--- src/rtl/insync4_frame_config_mux.sv ---
// ---------------------------------------------------------------------------
// insync4_frame_config_mux
//
// Four-channel input-conditioning BEL for the RAM_IO tile. Each external pin
// goes through a 2-flop synchronizer, a stability filter (deglitcher) and a
// rising-edge detector. A 2-bit mode per channel, taken from the frame
// configuration bits, selects which of these stages drives the output.
//
// Ports
//   UserCLK     in   1             user clock, rising edge
//   resetn      in   1             asynchronous active-low reset
//   I           in   4             external asynchronous inputs, one per channel
//   O           out  4             conditioned outputs to the fabric
//   ConfigBits  in   NoConfigBits  frame config:
//                                    [2i+1:2i] mode of channel i
//                                      00 bypass (O=I), 01 synced level,
//                                      10 filtered level, 11 rising-edge pulse
//                                    [9:8] filter threshold N: 2/4/8/16
// ---------------------------------------------------------------------------
module insync4_frame_config_mux #(
  parameter int NoConfigBits = 10
) (
  input  logic                    UserCLK,
  input  logic                    resetn,
  input  logic [3:0]              I,
  output logic [3:0]              O,
  input  logic [NoConfigBits-1:0] ConfigBits
);

  // N-1 for the shared filter threshold; the counter commits once cnt >= N-1.
  // A ">=" compare means lowering N mid-count commits on the next edge
  // instead of letting the counter run on and wrap.
  logic [3:0] thresh_m1_s;

  // Decode the shared threshold select into N-1.
  always_comb begin
    thresh_m1_s = 4'd1;
    case (ConfigBits[9:8])
      2'b00:   thresh_m1_s = 4'd1;
      2'b01:   thresh_m1_s = 4'd3;
      2'b10:   thresh_m1_s = 4'd7;
      2'b11:   thresh_m1_s = 4'd15;
      default: thresh_m1_s = 4'd1;
    endcase
  end

  for (genvar g = 0; g < 4; g++) begin : g_ch
    // sync_s1_q/sync_s2_q form a bare flop pair with nothing between them so
    // the synchronizer can be located by name in timing constraints.
    logic       sync_s1_q;
    logic       sync_s2_q;
    logic [3:0] cnt_q;
    logic [3:0] cnt_d;
    logic       filt_q;
    logic       filt_d;
    logic       filt_dly_q;
    logic       ch_out_s;

    // Two-flop synchronizer for the asynchronous pin.
    always_ff @(posedge UserCLK or negedge resetn) begin
      if (!resetn) begin
        sync_s1_q <= 1'b0;
        sync_s2_q <= 1'b0;
      end else begin
        sync_s1_q <= I[g];
        sync_s2_q <= sync_s1_q;
      end
    end

    // Stability filter: any edge where the synced input agrees with the
    // filtered value clears the count, so a short excursion is discarded.
    always_comb begin
      cnt_d  = cnt_q;
      filt_d = filt_q;
      if (sync_s2_q == filt_q) begin
        cnt_d = 4'd0;
      end else if (cnt_q >= thresh_m1_s) begin
        filt_d = sync_s2_q;
        cnt_d  = 4'd0;
      end else begin
        cnt_d = cnt_q + 4'd1;
      end
    end

    // Filter state and the one-cycle-delayed copy used for edge detection.
    always_ff @(posedge UserCLK or negedge resetn) begin
      if (!resetn) begin
        cnt_q      <= 4'd0;
        filt_q     <= 1'b0;
        filt_dly_q <= 1'b0;
      end else begin
        cnt_q      <= cnt_d;
        filt_q     <= filt_d;
        filt_dly_q <= filt_q;
      end
    end

    // Output select; bypass is purely combinational so it works in reset.
    always_comb begin
      ch_out_s = 1'b0;
      case (ConfigBits[2*g+1:2*g])
        2'b00:   ch_out_s = I[g];
        2'b01:   ch_out_s = sync_s2_q;
        2'b10:   ch_out_s = filt_q;
        2'b11:   ch_out_s = filt_q & ~filt_dly_q;
        default: ch_out_s = 1'b0;
      endcase
    end

    assign O[g] = ch_out_s;
  end

endmodule

--- config.mk ---
export PLATFORM = sky130hd
export DESIGN_NAME = insync4_frame_config_mux
export DESIGN_NICKNAME = d
export VERILOG_FILES = /design/src/rtl/insync4_frame_config_mux.sv
export SDC_FILE = /design/constraint.sdc
export NUM_CORES = 1
export LEC_CHECK = 0
export ABC_AREA = 0
export CORE_MARGIN = 2
export CORE_UTILIZATION = 56
export CTS_BUF_LIST = sky130_fd_sc_hd__clkbuf_4
export CTS_CLUSTER_DIAMETER = 100
export DETAILED_ROUTE_END_ITERATION = 8
export PLACE_DENSITY = 0.86
export SYNTH_ARGS = -nofsm -noshare
export SYNTH_HDL_FRONTEND = slang
export SYNTH_SLANG_ARGS = --single-unit
--- constraint.sdc ---
create_clock -name UserCLK -period 2.4 [get_ports UserCLK]
set_input_delay 0.36 -clock UserCLK [delete_from_list [all_inputs] [get_ports UserCLK]]
set_output_delay 0.36 -clock UserCLK [all_outputs]
set_load 0.1 [all_outputs]
### Word level (Yosys, flattened, before mapping)

Cells that the tools add are included.
W data, S select, Z words.

| operators by class | value |
|---|---|
| add/sub/neg operators | 4 |
| magnitude comparators | 4 |
| equal/unequal tests | 19 |
| muxes and demuxes | 13 |
| bitwise operators | 12 |
| reductions and logical operators | 9 |

Operator list:

| operator | count |
|---|---|
| $mux W4 | 8 |
| $eq A2 B2 Y1 const B | 10 |
| $add A4 B1 Y4 const B | 4 |
| $ge A4 B4 Y1 | 4 |
| $pmux W1 S4 | 4 |
| $pmux W4 S4 | 1 |
| $eq A2 B1 Y1 const B | 5 |
| $logic_not A2 Y1 | 5 |
| $not A1 Y1 | 8 |
| $reduce_and A2 Y1 | 4 |
| $and A1 B1 Y1 | 4 |
| $eq A1 B1 Y1 | 4 |

| storage, ports and cells | value |
|---|---|
| flip-flop bits (word level) | 32 |
| input bits | 16 |

### Logic depth before layout (Yosys ltp)

| logic depth | value |
|---|---|
| word-level depth | 5 |
| depth in mapped cells | 5 |
| mapped depth without buffers | 5 |

### Worst setup path before layout

No wires, ideal clock.

| timing path | value |
|---|---|
| path type | input-to-reg |
| start point | input ConfigBits[9] |
| end point | register g_ch[1].filt_q |
| data arrival time | 1606 ps |
| slack | 669 ps |
| cell stages on the path | 5 |
| path through | inv_1 -> ha_1 -> a31o_1 -> a221o_1 -> mux2_4 |

| between the ends | value |
|---|---|
| longest elaborated chain between the ends | 4 |

Ends and longest elaborated chain:

| element | line | text |
|---|---|---|
| start: declaration | 27 | `input logic [NoConfigBits-1:0] ConfigBits` |
| $eq A2 B2 Y1 (tied with other cells) | 38 | `case (ConfigBits[9:8])` |
| $pmux W4 S4 (*) | 38 |  |
| $ge A4 B4 Y1 (*) | 77 | `end else if (cnt_q >= thresh_m1_s) begin` |
| $reduce_and A2 Y1 (no source line) (*) | - |  |
| end signal: assignment | 93 | `filt_q <= filt_d;` |
| end: declaration | 54 | `logic filt_q;` |

Mark *: on every way between the ends. The rest lies on a longest branch, timed or not. The select of a mux whose other input is x is not followed.
A chain may end at the register's enable or synchronous reset.

### Worst setup path after layout

| timing path | value |
|---|---|
| start point | input ConfigBits[9] |
| end point | register g_ch[3].filt_q |

| between the ends | value |
|---|---|
| longest elaborated chain between the ends | 4 |

Ends and longest elaborated chain:

| element | line |
|---|---|
| $eq A2 B2 Y1 (tied with other cells) | 38 |
| $pmux W4 S4 (*) | 38 |
| $ge A4 B4 Y1 (*) | 77 |
| $reduce_and A2 Y1 (no source line) (*) | - |
| end signal: assignment | 93 |
| end: declaration | 54 |

Marks and branches as above.

==> reports/results.txt <==
status: finished, final reports clean
DIE WIDTH: 55.7 um
final hold viol count: 0
worst path cell trace: clkdlybuf4s50_1, nand2_1, ha_1, nor4bb_1, a221o_1, mux2_4
fillers: 175
die height: 55.7 um
Clock Sinks: 32
Rel. slew slack: 0.736
drt total wl: 2.70 mm
first-pass GRT wire length: 4.88 mm
post_cts resized: 0
crit path max fanout: 4
WHS Path Cells: 0
fin crit period: 2.04 ns
Iteration-0 DRC Markers: 23
CTS HTree Levels: 2
Tcrit/Tclk final: 0.850
core box area: 2500 sq um
Yosys cell types: 23
area of the multi-input gates: 649 sq um
I/O pin count: 20
Syn Std Cell Area: 1500 sq um
DR vias/cell: 5.72
setup TNS: 0 ns
final setup skew: 0.00365 ns
Initial Util: 0.600
total CTS buffers: 5
Finish-stage setup viols: 0
final slew viol count: 0
DR vias: 1007
max cap viols: 0
Die ar.: 3110 sq um
RSZ-0062 raised after global routing: no
Post-CTS Hold Buffers: 0
Reg2Reg Depth: 4
Min Hold Slack: 0.354 ns
CTS root buf: clkbuf_4
Reg clk slew, reported paths: 0.09 ns
PortBufs: 19
Crit path buffers/inverters: 1
Storage cell area: 801 sq um
vias in the first global route: 1107
crit path DAT: 2.26 ns
fraction of layout cells with a size suffix above 1: 0.130
worst skew pair latency: 0.33 ns
FP Rows: 18
Top delay family on crit path: buffers and inverters
initial antenna violation count: 0
PwrDens: 1010 nW/um^2
post-route ant nets: 0
Post-Syn Nets: 148
synthesized area per cell: 12.5 sq um
Worst VDD drop: 662 uV
WP data required: 2.62 ns
WL/cell: 15.4 um
CP Launch Type: input pin
Max Buffers Root-to-Sink: 2
slowest CP cell: clkdlybuf4s50_1
postcts setup bufs: 0
setup ws final: 0.361 ns
Leakage Power: 0.854 nW
diode count: 0
placed cells: 169
Worst path depth: 6
Global Route Usage Sum: 0.208
final non-filler cell area: 1820 sq um
Seq/Total Area, Yosys: 0.534
Ys Warns: 0
Setup crit end kind: register
hold crit path type: reg2reg
Placed Instance Area: 1770 sq um
pre-CTS setup slack: 0.0232 ns
max incr delay on CP: 0.52 ns
largest net degree at the start of global routing: 33
crit path kind: in2reg
Syn Inst Count: 120
Post-DP HPWL: 2.08 mm
FMAX: 490 MHz
CTS tree: built
GRT overflow: 0
non-filler cells, final: 176
Slew @ Worst Pin: 0.393 ns
DRC: 0
drt pass-1 iters: 4
P&R area growth vs syn: 21.2%
nets: 174
FF+latch count, synth: 32
Routability Congestion: 0.704
-- final cells by class --
type / instances / share of cell area
Timing Repair Buffer: 23 / 0.143
Clock buffer: 6 / 0.0248
Clock inverter: 1 / 0.00275
Inverter: 5 / 0.0103
Sequential cell: 32 / 0.441
Tap cell: 30 / 0.0207
Multi-Input combinational cell: 79 / 0.357
-- per-layer routing --
layer	part of all wire	GRT usage	vias to the layer above	wire (um)
met5	0	0	-	0
met4	0.018	0.0941	0	48
met3	0.056	0.0907	7	152
met2	0.51	0.333	21	1370
met1	0.42	0.241	491	1130
li1	-	-	488	-
-- kinds of logic after synthesis --
logic type / after synthesis / share of synthesized area
AO/OA/AOI/OAI: 18 / 0.103
XOR/XNOR: 12 / 0.0701
adder cells (fa/ha/maj): 12 / 0.100
buffers and inverters: 9 / 0.0326
flip-flops: 32 / 0.534
multiplexers: 5 / 0.0467
AND/OR/NAND/NOR: 32 / 0.114
-- worst reg2reg max path, stage by stage, from the launching register on --
cell,delay [ns]
dfrtp_1,0.42
ha_1,0.33
a31o_1,0.18
a221o_1,0.43
mux2_4,0.32
-- final timing paths --
path | startpoint | endpoint | slack [ns]
worst min-delay path | g_ch[1].sync_s1_q$_DFF_PN0_ | g_ch[1].sync_s2_q$_DFF_PN0_ | 0.35
worst min register to register | g_ch[1].sync_s1_q$_DFF_PN0_ | g_ch[1].sync_s2_q$_DFF_PN0_ | 0.35
min in group asynchronous | resetn | g_ch[2].cnt_q[0]$_DFF_PN0_ | 0.42
max in group asynchronous | resetn | g_ch[0].cnt_q[1]$_DFF_PN0_ | 1.70
worst max register to register | g_ch[2].cnt_q[2]$_DFF_PN0_ | g_ch[2].filt_q$_DFFE_PN0P_ | 0.61
worst max-delay path | ConfigBits[9] | g_ch[3].filt_q$_DFFE_PN0P_ | 0.36
-- where the power goes --
group | total [W] | internal [W] | switching, W
registers | 0.000832 | 0.000685 | 0.000147
logic | 0.000724 | 0.000353 | 0.000372
clock network | 0.000285 | 0.000119 | 0.000166
total | 0.00184 | 0.00116 | 0.000684
-- state kept, by name (all words and copies together) (netlist names) --
name             cells
g_ch.sync_s1_q       4
g_ch.filt_q          4
g_ch.filt_dly_q      4
g_ch.cnt_q          16
g_ch.sync_s2_q       4
-- Yosys cell counts (all sizes together) --
master / count / area [sq um]
nor4bb: 1 / 10.0
ha: 12 / 150
xor2: 4 / 35.0
nand3: 4 / 20.0
nor3b: 4 / 30.0
a21oi: 1 / 5.00
mux2: 4 / 60.1
a31o: 4 / 35.0
mux2i: 1 / 10.0
xnor2: 8 / 70.1
a211oi: 1 / 7.51
o211a: 3 / 30.0
nor2b: 1 / 6.26
a221o: 4 / 40.0
buf: 4 / 30.0
dfrtp: 32 / 801
o21ai: 2 / 10.0
nor3: 15 / 75.1
inv: 5 / 18.8
nand2: 5 / 18.8
or2: 1 / 6.26
a221oi: 3 / 26.3
nor2: 1 / 3.75
-- placed cells by master, fill, tap and decap left out --
master,n
dfrtp_1,32
nor3_1,15
clkdlybuf4s50_1,15
ha_1,12
xnor2_1,8
clkbuf_4,6
inv_1,5
nand2_1,5
a31o_1,4
a221o_1,4
nor3b_1,4
nand3_1,4
xor2_1,4
mux2_4,4
buf_12,4
buf_4,4
a221oi_1,3
o211a_1,3
o21ai_0,2
nor4bb_1,1
or2_0,1
nor2_1,1
mux2i_1,1
nor2b_1,1
a211oi_1,1
a21oi_1,1
clkinv_2,1
-- through the flow --
| step | utilization | total power [W] |
|---|---|---|
| floorplan | - | 0.00133 |
| global placement | 0.707 | 0.00151 |
| detailed placement | 0.707 | 0.00157 |
| CTS | 0.727 | 0.00186 |
| global route | 0.727 | 0.00197 |
| finish | 0.727 | 0.00184 |
(Power assumes the default switching activity.)
